--- src/rtl/ntt_stage_sequencer_if.sv ---
// Handshake and address bus between ntt_stage_sequencer (master) and the
// controller / coefficient-RAM / butterfly_unit side (slave).
interface ntt_stage_sequencer_if #(
   parameter int LOG_N = 4
) ();
   logic             start;
   logic [1:0]       mode;
   logic             busy;
   logic             done;
   logic             rd_valid;
   logic [LOG_N-1:0] rd_addr_a;
   logic [LOG_N-1:0] rd_addr_b;
   logic [LOG_N-1:0] tw_addr;
   logic             bfu_forward;
   logic             bfu_element_wise;
   logic             wr_en;
   logic [LOG_N-1:0] wr_addr_a;
   logic [LOG_N-1:0] wr_addr_b;

   modport master (
      input  start, mode,
      output busy, done, rd_valid, rd_addr_a, rd_addr_b, tw_addr,
             bfu_forward, bfu_element_wise, wr_en, wr_addr_a, wr_addr_b
   );

   modport slave (
      output start, mode,
      input  busy, done, rd_valid, rd_addr_a, rd_addr_b, tw_addr,
             bfu_forward, bfu_element_wise, wr_en, wr_addr_a, wr_addr_b
   );
endinterface

--- src/rtl/ntt_stage_sequencer.sv ---
// Stage/butterfly sequencer for an NTT engine: issues read and twiddle addresses
// one butterfly per cycle and replays them, delayed by the datapath latency, as write-backs.
module ntt_stage_sequencer #(
   parameter int LOG_N   = 4,
   parameter int RD_LAT  = 1,
   parameter int BFU_LAT = 17
) (
   input logic                   clk,
   input logic                   rst,
   ntt_stage_sequencer_if.master bus
);
   localparam int PIPE = RD_LAT + BFU_LAT;
   localparam int S_W  = $clog2(LOG_N + 1);
   localparam int C_W  = $clog2(PIPE + 1);
   localparam int E_W  = 2 * LOG_N + 1;

   localparam logic [LOG_N:0]   N_FULL     = {1'b1, {LOG_N{1'b0}}};
   localparam logic [LOG_N-1:0] ONE        = LOG_N'(1);
   localparam logic [LOG_N-1:0] K_LAST_NTT = LOG_N'((1 << (LOG_N - 1)) - 1);
   localparam logic [S_W-1:0]   S_LAST     = S_W'(LOG_N - 1);
   localparam logic [C_W-1:0]   DRAIN_LOAD = C_W'(PIPE - 1);

   typedef enum logic [1:0] {ST_IDLE, ST_ISSUE, ST_DRAIN, ST_DONE} state_e;
   typedef enum logic [1:0] {M_FWD = 2'd0, M_INV = 2'd1, M_EW = 2'd2} mode_e;

   // Returns {tw_addr, rd_addr_b, rd_addr_a} for butterfly k of stage s.
   function automatic logic [3*LOG_N-1:0] addr_gen(input logic [S_W-1:0]   s,
                                                   input logic [LOG_N-1:0] k,
                                                   input mode_e            m);
      logic [LOG_N-1:0] t, j, i, a, b, tw;
      t = '0; j = '0; i = '0; a = '0; b = '0; tw = '0;
      case (m)
         M_FWD: begin
            t  = LOG_N'(N_FULL >> (s + S_W'(1)));
            j  = k >> (S_LAST - s);
            i  = k & (t - ONE);
            a  = (j << (S_W'(LOG_N) - s)) + i;
            b  = a + t;
            tw = (ONE << s) + j;
         end
         M_INV: begin
            t  = ONE << s;
            j  = k >> s;
            i  = k & (t - ONE);
            a  = (j << (s + S_W'(1))) + i;
            b  = a + t;
            tw = LOG_N'(N_FULL >> (s + S_W'(1))) + j;
         end
         M_EW: begin
            a  = k;
            b  = k;
            tw = '0;
         end
         default: begin
            a  = '0;
            b  = '0;
            tw = '0;
         end
      endcase
      return {tw, b, a};
   endfunction

   state_e           state_q;
   mode_e            mode_q, mode_d, issue_m_d;
   logic [S_W-1:0]   stage_q, issue_s_d;
   logic [LOG_N-1:0] k_q, issue_k_d, k_last_d;
   logic [C_W-1:0]   cnt_q;
   logic             busy_q, done_q, rd_valid_q, fwd_q, ew_q;
   logic [LOG_N-1:0] rd_a_q, rd_b_q, tw_q;
   logic [3*LOG_N-1:0] addr_d;
   logic [E_W-1:0]   wb_pipe_q [PIPE];

   // Mode decode plus the (stage, k) whose addresses get registered on this edge.
   always_comb begin
      case (bus.mode)
         2'd1:    mode_d = M_INV;
         2'd2:    mode_d = M_EW;
         default: mode_d = M_FWD;
      endcase
      issue_s_d = '0;
      issue_k_d = '0;
      issue_m_d = mode_q;
      case (state_q)
         ST_IDLE:  issue_m_d = mode_d;
         ST_ISSUE: begin
            issue_s_d = stage_q;
            issue_k_d = k_q + ONE;
         end
         ST_DRAIN: issue_s_d = stage_q + S_W'(1);
         default:  issue_s_d = '0;
      endcase
      if (mode_q == M_EW) begin
         k_last_d = '1;
      end else begin
         k_last_d = K_LAST_NTT;
      end
      addr_d = addr_gen(issue_s_d, issue_k_d, issue_m_d);
   end

   // Run-control FSM with registered read-side outputs.
   always_ff @(posedge clk) begin
      if (rst) begin
         state_q    <= ST_IDLE;
         mode_q     <= M_FWD;
         stage_q    <= '0;
         k_q        <= '0;
         cnt_q      <= '0;
         busy_q     <= 1'b0;
         done_q     <= 1'b0;
         rd_valid_q <= 1'b0;
         fwd_q      <= 1'b0;
         ew_q       <= 1'b0;
         {tw_q, rd_b_q, rd_a_q} <= '0;
      end else begin
         case (state_q)
            ST_IDLE: begin
               if (bus.start) begin
                  state_q    <= ST_ISSUE;
                  mode_q     <= mode_d;
                  fwd_q      <= (mode_d != M_INV);
                  ew_q       <= (mode_d == M_EW);
                  stage_q    <= '0;
                  k_q        <= '0;
                  busy_q     <= 1'b1;
                  rd_valid_q <= 1'b1;
                  {tw_q, rd_b_q, rd_a_q} <= addr_d;
               end
            end
            ST_ISSUE: begin
               if (k_q == k_last_d) begin
                  state_q    <= ST_DRAIN;
                  cnt_q      <= DRAIN_LOAD;
                  rd_valid_q <= 1'b0;
                  {tw_q, rd_b_q, rd_a_q} <= '0;
               end else begin
                  k_q <= k_q + ONE;
                  {tw_q, rd_b_q, rd_a_q} <= addr_d;
               end
            end
            ST_DRAIN: begin
               if (cnt_q != '0) begin
                  cnt_q <= cnt_q - C_W'(1);
               end else if (mode_q == M_EW || stage_q == S_LAST) begin
                  state_q <= ST_DONE;
                  busy_q  <= 1'b0;
                  done_q  <= 1'b1;
               end else begin
                  state_q    <= ST_ISSUE;
                  stage_q    <= stage_q + S_W'(1);
                  k_q        <= '0;
                  rd_valid_q <= 1'b1;
                  {tw_q, rd_b_q, rd_a_q} <= addr_d;
               end
            end
            ST_DONE: begin
               done_q  <= 1'b0;
               state_q <= ST_IDLE;
            end
            default: state_q <= ST_IDLE;
         endcase
      end
   end

   // Read request replayed PIPE cycles later as the write-back request.
   always_ff @(posedge clk) begin
      if (rst) begin
         for (int n = 0; n < PIPE; n++) wb_pipe_q[n] <= '0;
      end else begin
         wb_pipe_q[0] <= {rd_valid_q, rd_b_q, rd_a_q};
         for (int n = 1; n < PIPE; n++) wb_pipe_q[n] <= wb_pipe_q[n-1];
      end
   end

   assign bus.busy             = busy_q;
   assign bus.done             = done_q;
   assign bus.rd_valid         = rd_valid_q;
   assign bus.rd_addr_a        = rd_a_q;
   assign bus.rd_addr_b        = rd_b_q;
   assign bus.tw_addr          = tw_q;
   assign bus.bfu_forward      = fwd_q;
   assign bus.bfu_element_wise = ew_q;
   assign {bus.wr_en, bus.wr_addr_b, bus.wr_addr_a} = wb_pipe_q[PIPE-1];
endmodule

--- src/flat_wrapper.sv ---
// flat-port wrapper written by rule: the top's interface ports become plain ports
module ntt_stage_sequencer_flat 
#(
   parameter int LOG_N   = 4,
   parameter int RD_LAT  = 1,
   parameter int BFU_LAT = 17
)
  (clk, rst, bus_start, bus_mode, bus_busy, bus_done, bus_rd_valid, bus_rd_addr_a, bus_rd_addr_b, bus_tw_addr, bus_bfu_forward, bus_bfu_element_wise, bus_wr_en, bus_wr_addr_a, bus_wr_addr_b);
  ntt_stage_sequencer_if #(.LOG_N(LOG_N)) bus_i ();
  input logic clk;
  input logic rst;
  input wire logic [$bits(bus_i.start)-1:0] bus_start;
  input wire logic [$bits(bus_i.mode)-1:0] bus_mode;
  output wire logic [$bits(bus_i.busy)-1:0] bus_busy;
  output wire logic [$bits(bus_i.done)-1:0] bus_done;
  output wire logic [$bits(bus_i.rd_valid)-1:0] bus_rd_valid;
  output wire logic [$bits(bus_i.rd_addr_a)-1:0] bus_rd_addr_a;
  output wire logic [$bits(bus_i.rd_addr_b)-1:0] bus_rd_addr_b;
  output wire logic [$bits(bus_i.tw_addr)-1:0] bus_tw_addr;
  output wire logic [$bits(bus_i.bfu_forward)-1:0] bus_bfu_forward;
  output wire logic [$bits(bus_i.bfu_element_wise)-1:0] bus_bfu_element_wise;
  output wire logic [$bits(bus_i.wr_en)-1:0] bus_wr_en;
  output wire logic [$bits(bus_i.wr_addr_a)-1:0] bus_wr_addr_a;
  output wire logic [$bits(bus_i.wr_addr_b)-1:0] bus_wr_addr_b;
  assign bus_i.start = bus_start;
  assign bus_i.mode = bus_mode;
  assign bus_busy = bus_i.busy;
  assign bus_done = bus_i.done;
  assign bus_rd_valid = bus_i.rd_valid;
  assign bus_rd_addr_a = bus_i.rd_addr_a;
  assign bus_rd_addr_b = bus_i.rd_addr_b;
  assign bus_tw_addr = bus_i.tw_addr;
  assign bus_bfu_forward = bus_i.bfu_forward;
  assign bus_bfu_element_wise = bus_i.bfu_element_wise;
  assign bus_wr_en = bus_i.wr_en;
  assign bus_wr_addr_a = bus_i.wr_addr_a;
  assign bus_wr_addr_b = bus_i.wr_addr_b;
  ntt_stage_sequencer #(.LOG_N(LOG_N), .RD_LAT(RD_LAT), .BFU_LAT(BFU_LAT)) u_core (.clk(clk), .rst(rst), .bus(bus_i));
endmodule
--- config.mk ---
export PLATFORM = sky130hd
export DESIGN_NAME = ntt_stage_sequencer_flat
export DESIGN_NICKNAME = d
export VERILOG_FILES = /design/src/rtl/ntt_stage_sequencer_if.sv /design/src/rtl/ntt_stage_sequencer.sv /design/src/flat_wrapper.sv
export SDC_FILE = /design/constraint.sdc
export NUM_CORES = 1
export LEC_CHECK = 0
export BUFFER_PORTS_ARGS = -buffer_cell sky130_fd_sc_hd__buf_4
export CAP_MARGIN = 20
export CORE_ASPECT_RATIO = 0.6
export CORE_MARGIN = 4
export CORE_UTILIZATION = 50
export CTS_CLUSTER_DIAMETER = 100
export DETAILED_ROUTE_END_ITERATION = 8
export PLACE_DENSITY_LB_ADDON = 0.05
export REMOVE_ABC_BUFFERS = 1
export SLEW_MARGIN = 20
export SYNTH_ARGS = -nofsm -noshare
export SYNTH_HDL_FRONTEND = slang
export SYNTH_SLANG_ARGS = --single-unit
export TNS_END_PERCENT = 10
--- constraint.sdc ---
create_clock -name clk -period 8.8 [get_ports clk]
set_input_delay 1.76 -clock clk [delete_from_list [all_inputs] [get_ports clk]]
set_output_delay 1.76 -clock clk [all_outputs]
set_load 0.005 [all_outputs]
# Yosys cells after proc, flatten, opt, wreduce, memory -nomap -nowiden
# Memories as Yosys holds them, arrays and structs flattened.
# Index checks and enable logic that the tools add are counted.
# op_classes
shifts,6
add_sub_neg,14
mux,72
order_cmp,0
div,0
n_mul,0
reduce_logical,17
bitwise_logic,20
n_eq_ne,19
# ops
op,n
$mux W9,18
$mux W4,18
$pmux W4 S3,6
$add A4 B4 Y4,6
$or A1 B1 Y1,18
$eq A2 B2 Y1 const B,6
$pmux W3 S2,2
$reduce_and A4 Y1,3
$mux W1,11
$mux W2,5
$mux W5,2
$pmux W5 S2,1
$reduce_and A5 Y1,2
$mux W3,3
$reduce_and A3 Y1,3
$and A4 B4 Y4,2
$ne A2 B1 Y1 const B,4
$ne A2 B2 Y1 const B,4
$pmux W2 S4,1
$pmux W4 S2,1
$shl A4 B3 Y4,2
$shr A4 B3 Y4,2
$sub A4 B1 Y4 const B,2
$add A3 B1 Y3 const B,2
other kinds (18),24
# totals
out_inout_bits,26
ram_bits,162
ff_bits,33
in_bits,5
mem_count,1
latchBits,0
mem_bits_ro,0
# memory_table
memory,words,word_bits,rd,rd_clocked_by_memory_dff,write_ports,line_no,text
u_core.wb_pipe_q,18,9,18,0,18,ntt_stage_sequencer.sv:71,logic [E_W-1:0] wb_pipe_q [PIPE];

# Longest topological paths before layout
# Gate-level depths: netlist of run 1.
# depth
depth_word,12
ltp_mapped,21

# Least setup slack after synthesis of run 1
# No wires, ideal clock.
# synth_timing
path_type,register -> register
from,reg u_core.stage_q[0]
to,"reg u_core.rd_b_q[3], in the netlist u_core.bus.rd_addr_b[3]"
setup_ps,78
n_path_buf,1
t_required_ps,8722
path_slack_ps,4165
stages_incl_launch_ff,21
arrival_time_ps,4557
path_cell_list,dfxtp_1 > ha_1 > ha_1 > nor2b_1 > nor2_1 > nor2b_1 > inv_2 > ha_1 > clkbuf_1 > nand2_1 > inv_1 > or3_1 > fa_1 > inv_1 > ha_1 > a21o_1 > a21oi_1 > xor2_1 > xnor3_1 > o311a_1 > a32oi_1
# synth_via
elab_chain_len,12
# synth_lines
item,line_no,text
start: declaration,ntt_stage_sequencer.sv:65,"logic [S_W-1:0] stage_q, issue_s_d;"
start signal: assignment,ntt_stage_sequencer.sv:149,stage_q <= stage_q + S_W'(1);
$add A3 B1 Y3,ntt_stage_sequencer.sv:89,ST_DRAIN: issue_s_d = stage_q + S_W'(1);
$pmux W3 S2,ntt_stage_sequencer.sv:83,case (state_q)
$add A3 B1 Y3,"ntt_stage_sequencer.sv:34, ntt_stage_sequencer.sv:45",
$shr A5 B3 Y4,ntt_stage_sequencer.sv:34,t = LOG_N'(N_FULL >> (s + S_W'(1)));
$sub A4 B1 Y4,ntt_stage_sequencer.sv:36,i = k & (t - ONE);
$and A4 B4 Y4,ntt_stage_sequencer.sv:36,
$add A4 B4 Y4,ntt_stage_sequencer.sv:37,a = (j << (S_W'(LOG_N) - s)) + i;
$add A4 B4 Y4,ntt_stage_sequencer.sv:38,b = a + t;
$pmux W4 S3,ntt_stage_sequencer.sv:32,case (m)
$mux W4,ntt_stage_sequencer.sv:143,end else if (mode_q == M_EW || stage_q == S_LAST) begin
$mux W4,ntt_stage_sequencer.sv:141,if (cnt_q != '0) begin
$pmux W4 S3,ntt_stage_sequencer.sv:115,case (state_q)
end signal: assignment,ntt_stage_sequencer.sv:126,"{tw_q, rd_b_q, rd_a_q} <= addr_d;"
end signal: assignment,ntt_stage_sequencer.sv:137,"{tw_q, rd_b_q, rd_a_q} <= addr_d;"
end signal: assignment,ntt_stage_sequencer.sv:152,"{tw_q, rd_b_q, rd_a_q} <= addr_d;"
end: declaration,ntt_stage_sequencer.sv:69,"logic [LOG_N-1:0] rd_a_q, rd_b_q, tw_q;"
# Parallel ways exist; a longest one is shown, timed or not. The select of a mux whose other input is x is not followed.
# A chain may end at the register's enable or synchronous reset.

# Final worst setup path of run 1
# layout_timing
from,reg u_core.state_q[0]
to,"reg u_core.rd_b_q[3], in the netlist u_core.bus.rd_addr_b[3]"
# layout_via
elab_chain_len,12
# layout_lines
item,line_no,text
start: declaration,ntt_stage_sequencer.sv:63,state_e state_q;
start signal: assignment,ntt_stage_sequencer.sv:103,state_q <= ST_IDLE;
start signal: assignment,ntt_stage_sequencer.sv:118,state_q <= ST_ISSUE;
start signal: assignment,ntt_stage_sequencer.sv:131,state_q <= ST_DRAIN;
$eq A2 B2 Y1 or $eq A2 B1 Y1 (tied branches),"ntt_stage_sequencer.sv:83, ntt_stage_sequencer.sv:115",
$pmux W3 S2,ntt_stage_sequencer.sv:83,
$add A3 B1 Y3,"ntt_stage_sequencer.sv:34, ntt_stage_sequencer.sv:45",
$shr A5 B3 Y4,ntt_stage_sequencer.sv:34,
$sub A4 B1 Y4,ntt_stage_sequencer.sv:36,
$and A4 B4 Y4,ntt_stage_sequencer.sv:36,
$add A4 B4 Y4,ntt_stage_sequencer.sv:37,
$add A4 B4 Y4,ntt_stage_sequencer.sv:38,
$pmux W4 S3,ntt_stage_sequencer.sv:32,
$mux W4,ntt_stage_sequencer.sv:143,
$mux W4,ntt_stage_sequencer.sv:141,
$pmux W4 S3,ntt_stage_sequencer.sv:115,
# Parallel ways exist; a longest one is shown, timed or not. The select of a mux whose other input is x is not followed.

==> results.md, run 1 <==
* CTS resizes at 0
* Clock Skew at 8.26 ps
* P&R area growth vs syn at 12.1%
* Final hold viol count at 0
* Syn Area/Cell at 9.95 um2
* CTS tree: yes
* PwrDens at 272 nW/um2
* Fin cells at 974
* R2R Setup Slk at 3540 ps
* Detailed Route WL at 15,000 um
* Initial Util at 51.3%
* Clock latency on the worst-skew pair at 430 ps
* Peak supply drop at 0.000128 V
* Most common cell after layout, fill and taps aside: dfxtp_1
* Post-synthesis cell area at 7490 um2
* Worst-path cell chain: inv_1 > ha_1 > nor2b_1 > nor2_1 > nor2b_1 > inv_2 > ha_1 > nand2_1 > inv_1 > or3_1 > fa_1 > inv_1 > ha_1 > a21o_1 > a21oi_1 > xor2_1 > xnor3_1 > o311a_1 > a32oi_1
* Sink Count at 194
* Setup TNS at 0 ps
* Slew at the pin with the worst max-slew slack at 933 ps
* Initial antenna violation count at 0
* Number of synthesized flops with an enable pin at 0
* Via count at 4,917
* Cell variety after synth at 61
* Leakage at 3.47 nW
* Port Buf Inserts at 30
* Post-layout minimum cycle time at 5260 ps
* Vias per inst at 5.05
* Layout cells sized above 1 at 9.92%
* Cells after synthesis at 753
* Gr ovfl total at 0
* Root Buffer: clkbuf_16
* TritonCTS Buffers at 17
* Clock slew at reported path FFs at 80 ps
* Main synth FF type: dfxtp_1
* Largest net degree at the start of global routing at 100
* Dpl cells at 942
* Per-cell routed wire length at 15.4 um
* Core area at 14,600 um2
* First-pass GRT wire length at 24,700 um
* HP Class: reg2reg
* Worst EP arrival at 5610 ps
* RSZ-0062 raised after global routing: false
* Slew headroom at 37.8%
* # setup viols final at 0
* Commonest cells after routing, fill and taps aside: dfxtp_1, nor2b_1, nand2_1
* Post-CTS Hold Fix Bufs at 0
* Longest Clk Path Bufs at 2
* Ranking of synthesized cells by area: dfxtp_1, nor2b_1, ha_1
* Yosys warns at 0
* Post-synthesis register bit count at 194
* Ys async rst share at 0%
* Worst EP required at 9150 ps
* Crit. End Element: flip-flop
* Worst setup SP type: flip-flop
* Run status: finished clean
* Die Wd at 166 um
* WHS at 431 ps
* ANT nets after route at 0
* Max Fclk at 190 MHz
* Antenna diodes at 0
* Post-DP HPWL at 10,300 um
* # IOs at 31
* Slowest cell on crit path: fa_1
* Final Net Count at 812
* Placement Rows at 34
* # DRC at 0
* Worst path max stage delay at 610 ps
* Gr usage total at 18.2%
* H-tree depth at 4
* Leading area contributor after synthesis: dfxtp_1
* Final period util at 59.8%
* Die area at 17,100 um2
* Slew Limit Fails at 0
* Top cell type's share of synthesized area at 51.8%
* Number of setup buffers added after CTS at 0
* DRT iter0 DRCs at 405
* Drt pass-1 iters at 5
* Die height at 103 um
* Number of global-route vias before repair at 4,682
* Crit-path max FO at 15
* CP Class: reg2reg
* Register area share after synthesis at 51.8%
* Max Cap Viol at 0
* RePlAce Congestion at 0.915
## synthesized netlist by cell type, drive strengths merged (5+ instances only)
cell type	n
a21oi	35
a211oi	6
buf	16
nand4	5
nor2	45
a22oi	6
nand2	47
and2	7
clkbuf	26
o2bb2ai	6
nor2b	168
a21o	8
dfxtp	194
nor3	10
fa	6
xnor2	12
ha	38
xor2	10
inv	30
nand3	14
o21ai	13
## critical path: cells and delay by family (launching register included)
family	cells	cell delay, ps
buffers and inverters	4	460
XOR/XNOR	2	410
flip-flops	1	370
adder cells (fa/ha/maj)	4	1800
AND/OR/NAND/NOR	5	1330
AO/OA/AOI/OAI	4	800
## metal layers
layer / share of wire [%] / GRT usage (%) / vias to the layer above
li1: - / - / 2481
met1: 52 / 27.0 / 2289
met2: 41 / 26.6 / 133
met3: 6.2 / 4.87 / 14
met4: 0.67 / 4.12 / 0
met5: 0 / 0 / -
## layout make-up
class / count / area [um2]
tap: 198 / 248
multi-input combinational: 487 / 3300
clock buffer: 18 / 439
fill: 1257 / 6190
inverter: 30 / 113
timing repair buffer: 33 / 251
sequential: 194 / 3880
clock inverter: 14 / 168
## cells by family after synthesis
group | Yosys count | synth area share, %
xor gates and xnor gates | 23 | 2.87
AOI/OAI and AO/OA | 100 | 9.17
muxes | 7 | 1.04
DFF | 194 | 51.8
buffers and inverters | 72 | 4.12
and+or+nand+nor | 313 | 23.0
adders and majority gates | 44 | 7.95
## power breakdown
part | total (mW) | switching (mW) | internal [mW] | leakage (nW)
Combinational | 0.543 | 0.339 | 0.204 | 1.61
Sequential | 0.957 | 0.0339 | 0.923 | 1.57
Clock | 0.786 | 0.391 | 0.395 | 0.290
## state kept, by name (all words and copies together), names as in the netlist, 3 cells and up
name / cells
u_core.wb_pipe_q: 162
u_core.k_q: 4
u_core.stage_q: 3
u_core.bus.tw_addr: 4
u_core.bus.rd_addr_b: 4
u_core.bus.rd_addr_a: 4
u_core.cnt_q: 5
## final timing paths
| check | from | to | cells after the start |
|---|---|---|---|
| worst max-delay path | u_core.state_q[0]$_SDFFE_PP0P_ | u_core.bus.rd_addr_b[3]$_SDFFE_PP0P_ | 19 |
| worst min-delay path | u_core.wb_pipe_q[1][47]$_SDFF_PP0_ | u_core.wb_pipe_q[1][56]$_SDFF_PP0_ | 1 |
| worst max register to register | u_core.state_q[0]$_SDFFE_PP0P_ | u_core.bus.rd_addr_b[3]$_SDFFE_PP0P_ | 19 |
| worst min register to register | u_core.wb_pipe_q[1][47]$_SDFF_PP0_ | u_core.wb_pipe_q[1][56]$_SDFF_PP0_ | 1 |
## metrics by stage
step / utilization [%] / cell area [um2] / power (mW) / worst slack (ps)
final: 57.6 / 8400 / 2.29 / 3540
after global routing: 57.6 / 8400 / 2.41 / 3160
after CTS: 57.6 / 8400 / 2.30 / 3580
after detailed placement: 53.4 / 7790 / 1.51 / 3630
after global placement: 53.4 / 7790 / 1.51 / 3820
after floorplan: - / 7300 / 1.33 / 4190
Power figures use the tool's default switching activity.
==> run 2, diff against run 1 <==
==> constraint.sdc (replaced) <==
create_clock -name clk -period 4.77 [get_ports clk]
set_input_delay 0.954 -clock clk [delete_from_list [all_inputs] [get_ports clk]]
set_output_delay 0.954 -clock clk [all_outputs]
set_load 0.005 [all_outputs]
==> results.md, run 2 (synthesized netlist as in run 1, its figures left out) <==
* First-pass GRT wire length at 24,600 um (was 24,700 um)
* PwrDens at 494 nW/um2 (was 272 nW/um2)
* H-tree depth at 4 (unchanged)
* Die area at 17,100 um2 (unchanged)
* ANT nets after route at 0 (unchanged)
* Buf/Inv on CP at 5 (was 4)
* Post-DP HPWL at 10,300 um (about the same)
* Largest net degree at the start of global routing at 104 (was 100)
* Worst EP required at 5110 ps (was 9150 ps)
* Commonest cells after routing, fill and taps aside: dfxtp_1, nor2b_1, buf_4 (was dfxtp_1, nor2b_1, nand2_1)
* Stages on worst setup path at 20 (was 19)
* Largest Register: u_core.wb_pipe_q (unchanged)
* P&R area growth vs syn at 15.0% (was 12.1%)
* Run status: finished clean (unchanged)
* CP Class: reg2reg (unchanged)
* Setup TNS at 0 ps (unchanged)
* TritonCTS Buffers at 17 (unchanged)
* CTS tree: yes (unchanged)
* Reg2reg end: u_core.bus.rd_addr_b[3]$_SDFFE_PP0P_ (unchanged)
* R2R Setup Slk at 300 ps (was 3540 ps)
* Fin area at 8610 um2 (was 8400 um2)
* Max Fclk at 224 MHz (was 190 MHz)
* Setup crit end: u_core.bus.rd_addr_b[3]$_SDFFE_PP0P_ (unchanged)
* Number of global-route vias before repair at 4,659 (was 4,682)
* Longest Clk Path Bufs at 2 (unchanged)
* Fillers at 1,262 (was 1,257)
* Slew headroom at 43.5% (was 37.8%)
* Die height at 103 um (unchanged)
* HP Class: reg2reg (unchanged)
* # setup viols final at 0 (unchanged)
* R2R Path Start: u_core.state_q[1]$_SDFFE_PP0P_ (was u_core.state_q[0]$_SDFFE_PP0P_)
* Worst setup SP type: flip-flop (unchanged)
* Gr usage total at 18.1% (was 18.2%)
* Area of the multi-input gates at 3330 um2 (was 3300 um2)
* Slowest cell on crit path: fa_1 (unchanged)
* Final Net Count at 834 (was 812)
* Gr ovfl total at 0 (unchanged)
* Root Buffer: clkbuf_16 (unchanged)
* Final period util at 93.8% (was 59.8%)
* Worst Setup SP: u_core.state_q[1]$_SDFFE_PP0P_ (was u_core.state_q[0]$_SDFFE_PP0P_)
* Vias per inst at 4.98 (was 5.05)
* Crit. End Element: flip-flop (unchanged)
* Antenna diodes at 0 (unchanged)
* Slew Limit Fails at 0 (unchanged)
* Slew at the pin with the worst max-slew slack at 824 ps (was 933 ps)
* Most common cell after layout, fill and taps aside: dfxtp_1 (unchanged)
* Drt pass-1 iters at 5 (unchanged)
* Worst-path cell chain: inv_1 > ha_2 > a22o_1 > and2_1 > buf_4 > inv_2 > ha_1 > ha_4 > inv_1 > ha_1 > or2_2 > fa_1 > inv_1 > ha_1 > a21o_1 > a21oi_1 > xnor2_1 > nand2_1 > a21o_1 > a32oi_1 (was inv_1 > ha_1 > nor2b_1 > nor2_1 > nor2b_1 > inv_2 > ha_1 > nand2_1 > inv_1 > or3_1 > fa_1 > inv_1 > ha_1 > a21o_1 > a21oi_1 > xor2_1 > xnor3_1 > o311a_1 > a32oi_1)
* Post-layout minimum cycle time at 4470 ps (was 5260 ps)
* RePlAce Congestion at 0.929 (was 0.915)
* Detailed Route WL at 15,000 um (about the same)
* Crit-path max FO at 10 (was 15)
* Clock latency on the worst-skew pair at 430 ps (about the same)
* Max Cap Viol at 0 (unchanged)
* Clock slew at reported path FFs at 80 ps (about the same)
* Sink Count at 194 (unchanged)
* DRT iter0 DRCs at 380 (was 405)
* Worst path max stage delay at 610 ps (about the same)
* Via count at 4,965 (was 4,917)
* # DRC at 0 (unchanged)
* Seq. cell area at 3890 um2 (was 3880 um2)
* Fin cells at 996 (was 974)
* Family with the most delay on the worst path: adder cells (unchanged)
* Initial antenna violation count at 0 (unchanged)
* Peak supply drop at 0.000302 V (was 0.000128 V)
* Max reg flops at 162 (unchanged)
* Placement Rows at 34 (unchanged)
* Dpl cells at 961 (was 942)
* Core area at 14,600 um2 (unchanged)
* Total power at 4.26 mW (was 2.29 mW)
* Clock Skew at 8.31 ps (was 8.26 ps)
* Reg2Reg Depth at 20 (was 19)
* Largest registers: u_core.wb_pipe_q: 162 flops, u_core.cnt_q: 5 flops (unchanged)
* Die Wd at 166 um (unchanged)
* Final hold viol count at 0 (unchanged)
* Layout cells sized above 1 at 13.8% (was 9.92%)
* Per-cell routed wire length at 15.1 um (was 15.4 um)
* Port Buf Inserts at 30 (unchanged)
* Worst EP arrival at 4820 ps (was 5610 ps)
* Leakage at 3.58 nW (was 3.47 nW)
* Initial Util at 51.3% (unchanged)
* # IOs at 31 (unchanged)
* Placed Area at 7950 um2 (was 7790 um2)
[run 2: cell count changes in the layout (fill, tap and decap cells not counted), sizes merged]
cell / change
buf: +22
clkbuf: -1
clkinv: +3
inv: -2
[run 2: worst min-delay path by stage]
stage	end	depth (start not counted)	slack (ps)	startpoint
floorplan	u_core.wb_pipe_q[0][10]$_SDFF_PP0_	1	410	u_core.wb_pipe_q[0][1]$_SDFF_PP0_
global placement	u_core.wb_pipe_q[2][4]$_SDFF_PP0_	1	420	u_core.wb_pipe_q[1][67]$_SDFF_PP0_
detailed placement	u_core.wb_pipe_q[0][43]$_SDFF_PP0_	1	420	u_core.wb_pipe_q[0][34]$_SDFF_PP0_
CTS	u_core.wb_pipe_q[1][57]$_SDFF_PP0_	1	440	u_core.wb_pipe_q[1][48]$_SDFF_PP0_
global route	u_core.wb_pipe_q[1][57]$_SDFF_PP0_	1	450	u_core.wb_pipe_q[1][48]$_SDFF_PP0_
finish	u_core.wb_pipe_q[0][19]$_SDFF_PP0_	1	430	u_core.wb_pipe_q[0][10]$_SDFF_PP0_
[run 2: metrics by stage]
step | hold slack, ps | util [%] | worst slack, ps
2_1_floorplan | 414 | - | 161
3_3_place_gp | 416 | 54.5 | 168
3_5_place_dp | 420 | 54.5 | 29.0
4_1_cts | 437 | 58.6 | 70.6
5_1_grt | 447 | 59.0 | -0.644
6_report | 432 | 59.0 | 296
[run 2: what timing repair did]
| item | CTS | global route |
|---|---|---|
| setup endpoints to repair | 1 | 1 |
| gates resized for setup | 1 | 12 |
| buffers inserted | 0 | 3 |
| hold buffers | 0 | 0 |
| pin swaps | 0 | 2 |
[run 2: power by group]
group | internal [mW] | total (mW) | switching [mW]
Combinational | 0.427 | 1.07 | 0.640
Clock | 0.712 | 1.43 | 0.714
Sequential | 1.71 | 1.77 | 0.0612
Total | 2.84 | 4.26 | 1.41
[run 2: area by class of cell]
type	instances	share of cell area (%)
Timing Repair Buffer	55	4.98
Clock inverter	15	2.06
Sequential cell	194	45.1
Multi-Input combinational cell	487	38.7
Inverter	30	1.31
Tap cell	198	2.88
Clock buffer	17	4.94
[run 2: per-layer routing]
| layer | share of wire [%] | GRT usage [%] | vias up | wire, um |
|---|---|---|---|---|
| li1 | - | - | 2528 | - |
| met1 | 53 | 27.0 | 2341 | 7910 |
| met2 | 42 | 26.8 | 94 | 6350 |
| met3 | 4.8 | 4.02 | 2 | 725 |
| met4 | 0.087 | 4.56 | 0 | 13 |
| met5 | 0 | 0 | - | 0 |
==> run 3, diff against run 2 <==
==> constraint.sdc (replaced) <==
create_clock -name clk -period 5.1 [get_ports clk]
set_input_delay 1.02 -clock clk [delete_from_list [all_inputs] [get_ports clk]]
set_output_delay 1.02 -clock clk [all_outputs]
set_load 0.005 [all_outputs]
==> results.md, run 3 (synthesized netlist as in run 1, its figures left out) <==
* Run status: finished clean (unchanged)
* P&R area growth vs syn at 14.2% (was 15.0%)
* RSZ-0062 raised after global routing: false
* Via count at 5,044 (was 4,965)
* Longest Clk Path Bufs at 2 (unchanged)
* Clock slew at reported path FFs at 80 ps (about the same)
* Worst EP arrival at 5160 ps (was 4820 ps)
* Initial Util at 51.3% (unchanged)
* Core area at 14,600 um2 (unchanged)
* Most common cell after layout, fill and taps aside: dfxtp_1 (unchanged)
* Worst Setup SP: u_core.state_q[1]$_SDFFE_PP0P_ (unchanged)
* Drt pass-1 iters at 5 (unchanged)
* Per-cell routed wire length at 15.5 um (was 15.1 um)
* Gr usage total at 18.2% (was 18.1%)
* Final period util at 94.4% (was 93.8%)
* TritonCTS Buffers at 17 (unchanged)
* Area of the multi-input gates at 3310 um2 (was 3330 um2)
* Slew Limit Fails at 0 (unchanged)
* PwrDens at 468 nW/um2 (was 494 nW/um2)
* Number of global-route vias before repair at 4,697 (was 4,659)
* Worst EP required at 5440 ps (was 5110 ps)
* Leakage at 3.56 nW (was 3.58 nW)
* Max Cap Viol at 0 (unchanged)
* Met1 Routed Length at 7990 um (was 7910 um)
* R2R Setup Slk at 290 ps (was 300 ps)
* Max Fclk at 208 MHz (was 224 MHz)
* Final hold viol count at 0 (unchanged)
* Reg2Reg Depth at 18 (was 20)
* # setup viols final at 0 (unchanged)
* Crit-path max FO at 9 (was 10)
* Port Buf Inserts at 30 (unchanged)
* Initial antenna violation count at 0 (unchanged)
* Slew headroom at 36.1% (was 43.5%)
* Hold EP: u_core.wb_pipe_q[1][40]$_SDFF_PP0_ (was u_core.wb_pipe_q[0][19]$_SDFF_PP0_)
* Worst setup SP type: flip-flop (unchanged)
* Placement Rows at 34 (unchanged)
* Peak supply drop at 0.000253 V (was 0.000302 V)
* Detailed Route WL at 15,400 um (was 15,000 um)
* Post-layout minimum cycle time at 4810 ps (was 4470 ps)
* Sink Count at 194 (unchanged)
* Largest registers: u_core.wb_pipe_q: 162 flops, u_core.cnt_q: 5 flops (unchanged)
* Clock latency on the worst-skew pair at 430 ps (about the same)
* Total power at 4.00 mW (was 4.26 mW)
* Met3 WL at 911 um (was 725 um)
* Gr ovfl total at 0 (unchanged)
* Post-DP HPWL at 10,500 um (was 10,300 um)
* Antenna diodes at 0 (unchanged)
* DR WL met2 at 6360 um (was 6350 um)
* Commonest cells after routing, fill and taps aside: dfxtp_1, nor2b_1, buf_4 (unchanged)
* Fillers at 1,196 (was 1,262)
* Vias per inst at 5.08 (was 4.98)
* Worst hold start: u_core.wb_pipe_q[1][31]$_SDFF_PP0_ (was u_core.wb_pipe_q[0][10]$_SDFF_PP0_)
* Clock Skew at 13.6 ps (was 8.31 ps)
* Number of setup buffers added after CTS at 0 (unchanged)
* Post-CTS Hold Fix Bufs at 0 (unchanged)
* First-pass GRT wire length at 24,600 um (about the same)
* # IOs at 31 (unchanged)
* H-tree depth at 4 (unchanged)
* Min-Delay Path Depth at 1 (unchanged)
* # DRC at 0 (unchanged)
* CP Class: reg2reg (unchanged)
* RePlAce Congestion at 0.908 (was 0.929)
* Reg2reg end: u_core.bus.rd_addr_b[3]$_SDFFE_PP0P_ (unchanged)
* Layout cells sized above 1 at 12.6% (was 13.8%)
* Slew at the pin with the worst max-slew slack at 958 ps (was 824 ps)
* Crit. End Element: flip-flop (unchanged)
* Setup TNS at 0 ps (unchanged)
* HP Class: reg2reg (unchanged)
* Seq. cell area at 3880 um2 (was 3890 um2)
* Final Net Count at 831 (was 834)
* Top sig layer: met4 (unchanged)
* Root Buffer: clkbuf_16 (unchanged)
* DRT iter0 DRCs at 398 (was 380)
* Max reg flops at 162 (unchanged)
* ANT nets after route at 0 (unchanged)
* Die Wd at 166 um (unchanged)
* Die area at 17,100 um2 (unchanged)
* Largest net degree at the start of global routing at 140 (was 104)
* CTS tree: yes (unchanged)
* Largest Register: u_core.wb_pipe_q (unchanged)
* Die height at 103 um (unchanged)
* R2R Path Start: u_core.state_q[1]$_SDFFE_PP0P_ (unchanged)
## run 3: cell count changes in the layout (fill, tap and decap cells not counted), sizes merged
cell	change
clkinvlp	-1
buf	-3
clkbuf	+1
## run 3: worst max-delay path: stages, from the launching register on
cell and delay [ps]:
dfxtp_1 430, inv_1 110, ha_1 250, a22o_1 290, and2_1 230, ha_1 220
ha_2 340, nand2_1 100, inv_1 70, or3_1 420, fa_2 630, inv_1 60
ha_1 300, a21o_1 210, a21oi_1 180, xor2_1 170, xnor3_1 240, o311a_1 290
a32oi_1 180
## run 3: routing by layer
metal,track usage [%],up-vias
li1,-,2524
met1,26.6,2373
met2,26.3,134
met3,5.06,13
met4,5.89,0
met5,0,-
## run 3: area by class of cell
| cell class | instances | area share [%] |
|---|---|---|
| clock buffer | 18 | 5.02 |
| clock inverter | 14 | 2.09 |
| inverter | 30 | 1.32 |
| multi-input combinational | 487 | 38.7 |
| sequential | 194 | 45.4 |
| tap | 198 | 2.90 |
| timing repair buffer | 52 | 4.61 |
## run 3: worst max-delay path by stage
stage / slack [ps] / to / depth (start not counted)
after floorplan: 490 / u_core.bus.rd_addr_b[3]$_SDFFE_PP0P_ / 18
after global placement: 380 / u_core.bus.rd_addr_b[3]$_SDFFE_PP0P_ / 19
after detailed placement: 240 / u_core.bus.rd_addr_b[3]$_SDFFE_PP0P_ / 19
after CTS: 120 / u_core.bus.rd_addr_b[3]$_SDFFE_PP0P_ / 19
after global routing: 6 / u_core.bus.rd_addr_b[3]$_SDFFE_PP0P_ / 20
final: 290 / u_core.bus.rd_addr_b[3]$_SDFFE_PP0P_ / 18
## run 3: timing repair
action / in CTS / in global routing
endpoints found under the setup margin: 0 / 1
gates resized for setup: 0 / 5
endpoints found under the hold margin: 0 / 0
## run 3: power by group
| part | total [mW] | switching [mW] | internal [mW] |
|---|---|---|---|
| Sequential | 1.65 | 0.0594 | 1.59 |
| Combinational | 1.01 | 0.613 | 0.396 |
| Clock | 1.34 | 0.673 | 0.669 |
| Total | 4.00 | 1.35 | 2.66 |
## run 3: metrics by stage
stage / utilization (%) / setup slack (ps) / instances / instance area (um2) / hold slack (ps)
floorplan: - / 491 / 711 / 7300 / 414
global placement: 54.4 / 376 / 961 / 7940 / 416
detailed placement: 54.4 / 236 / 961 / 7940 / 420
CTS: 58.6 / 120 / 993 / 8550 / 433
global route: 58.6 / 6.29 / 993 / 8560 / 447
finish: 58.6 / 286 / 993 / 8560 / 429
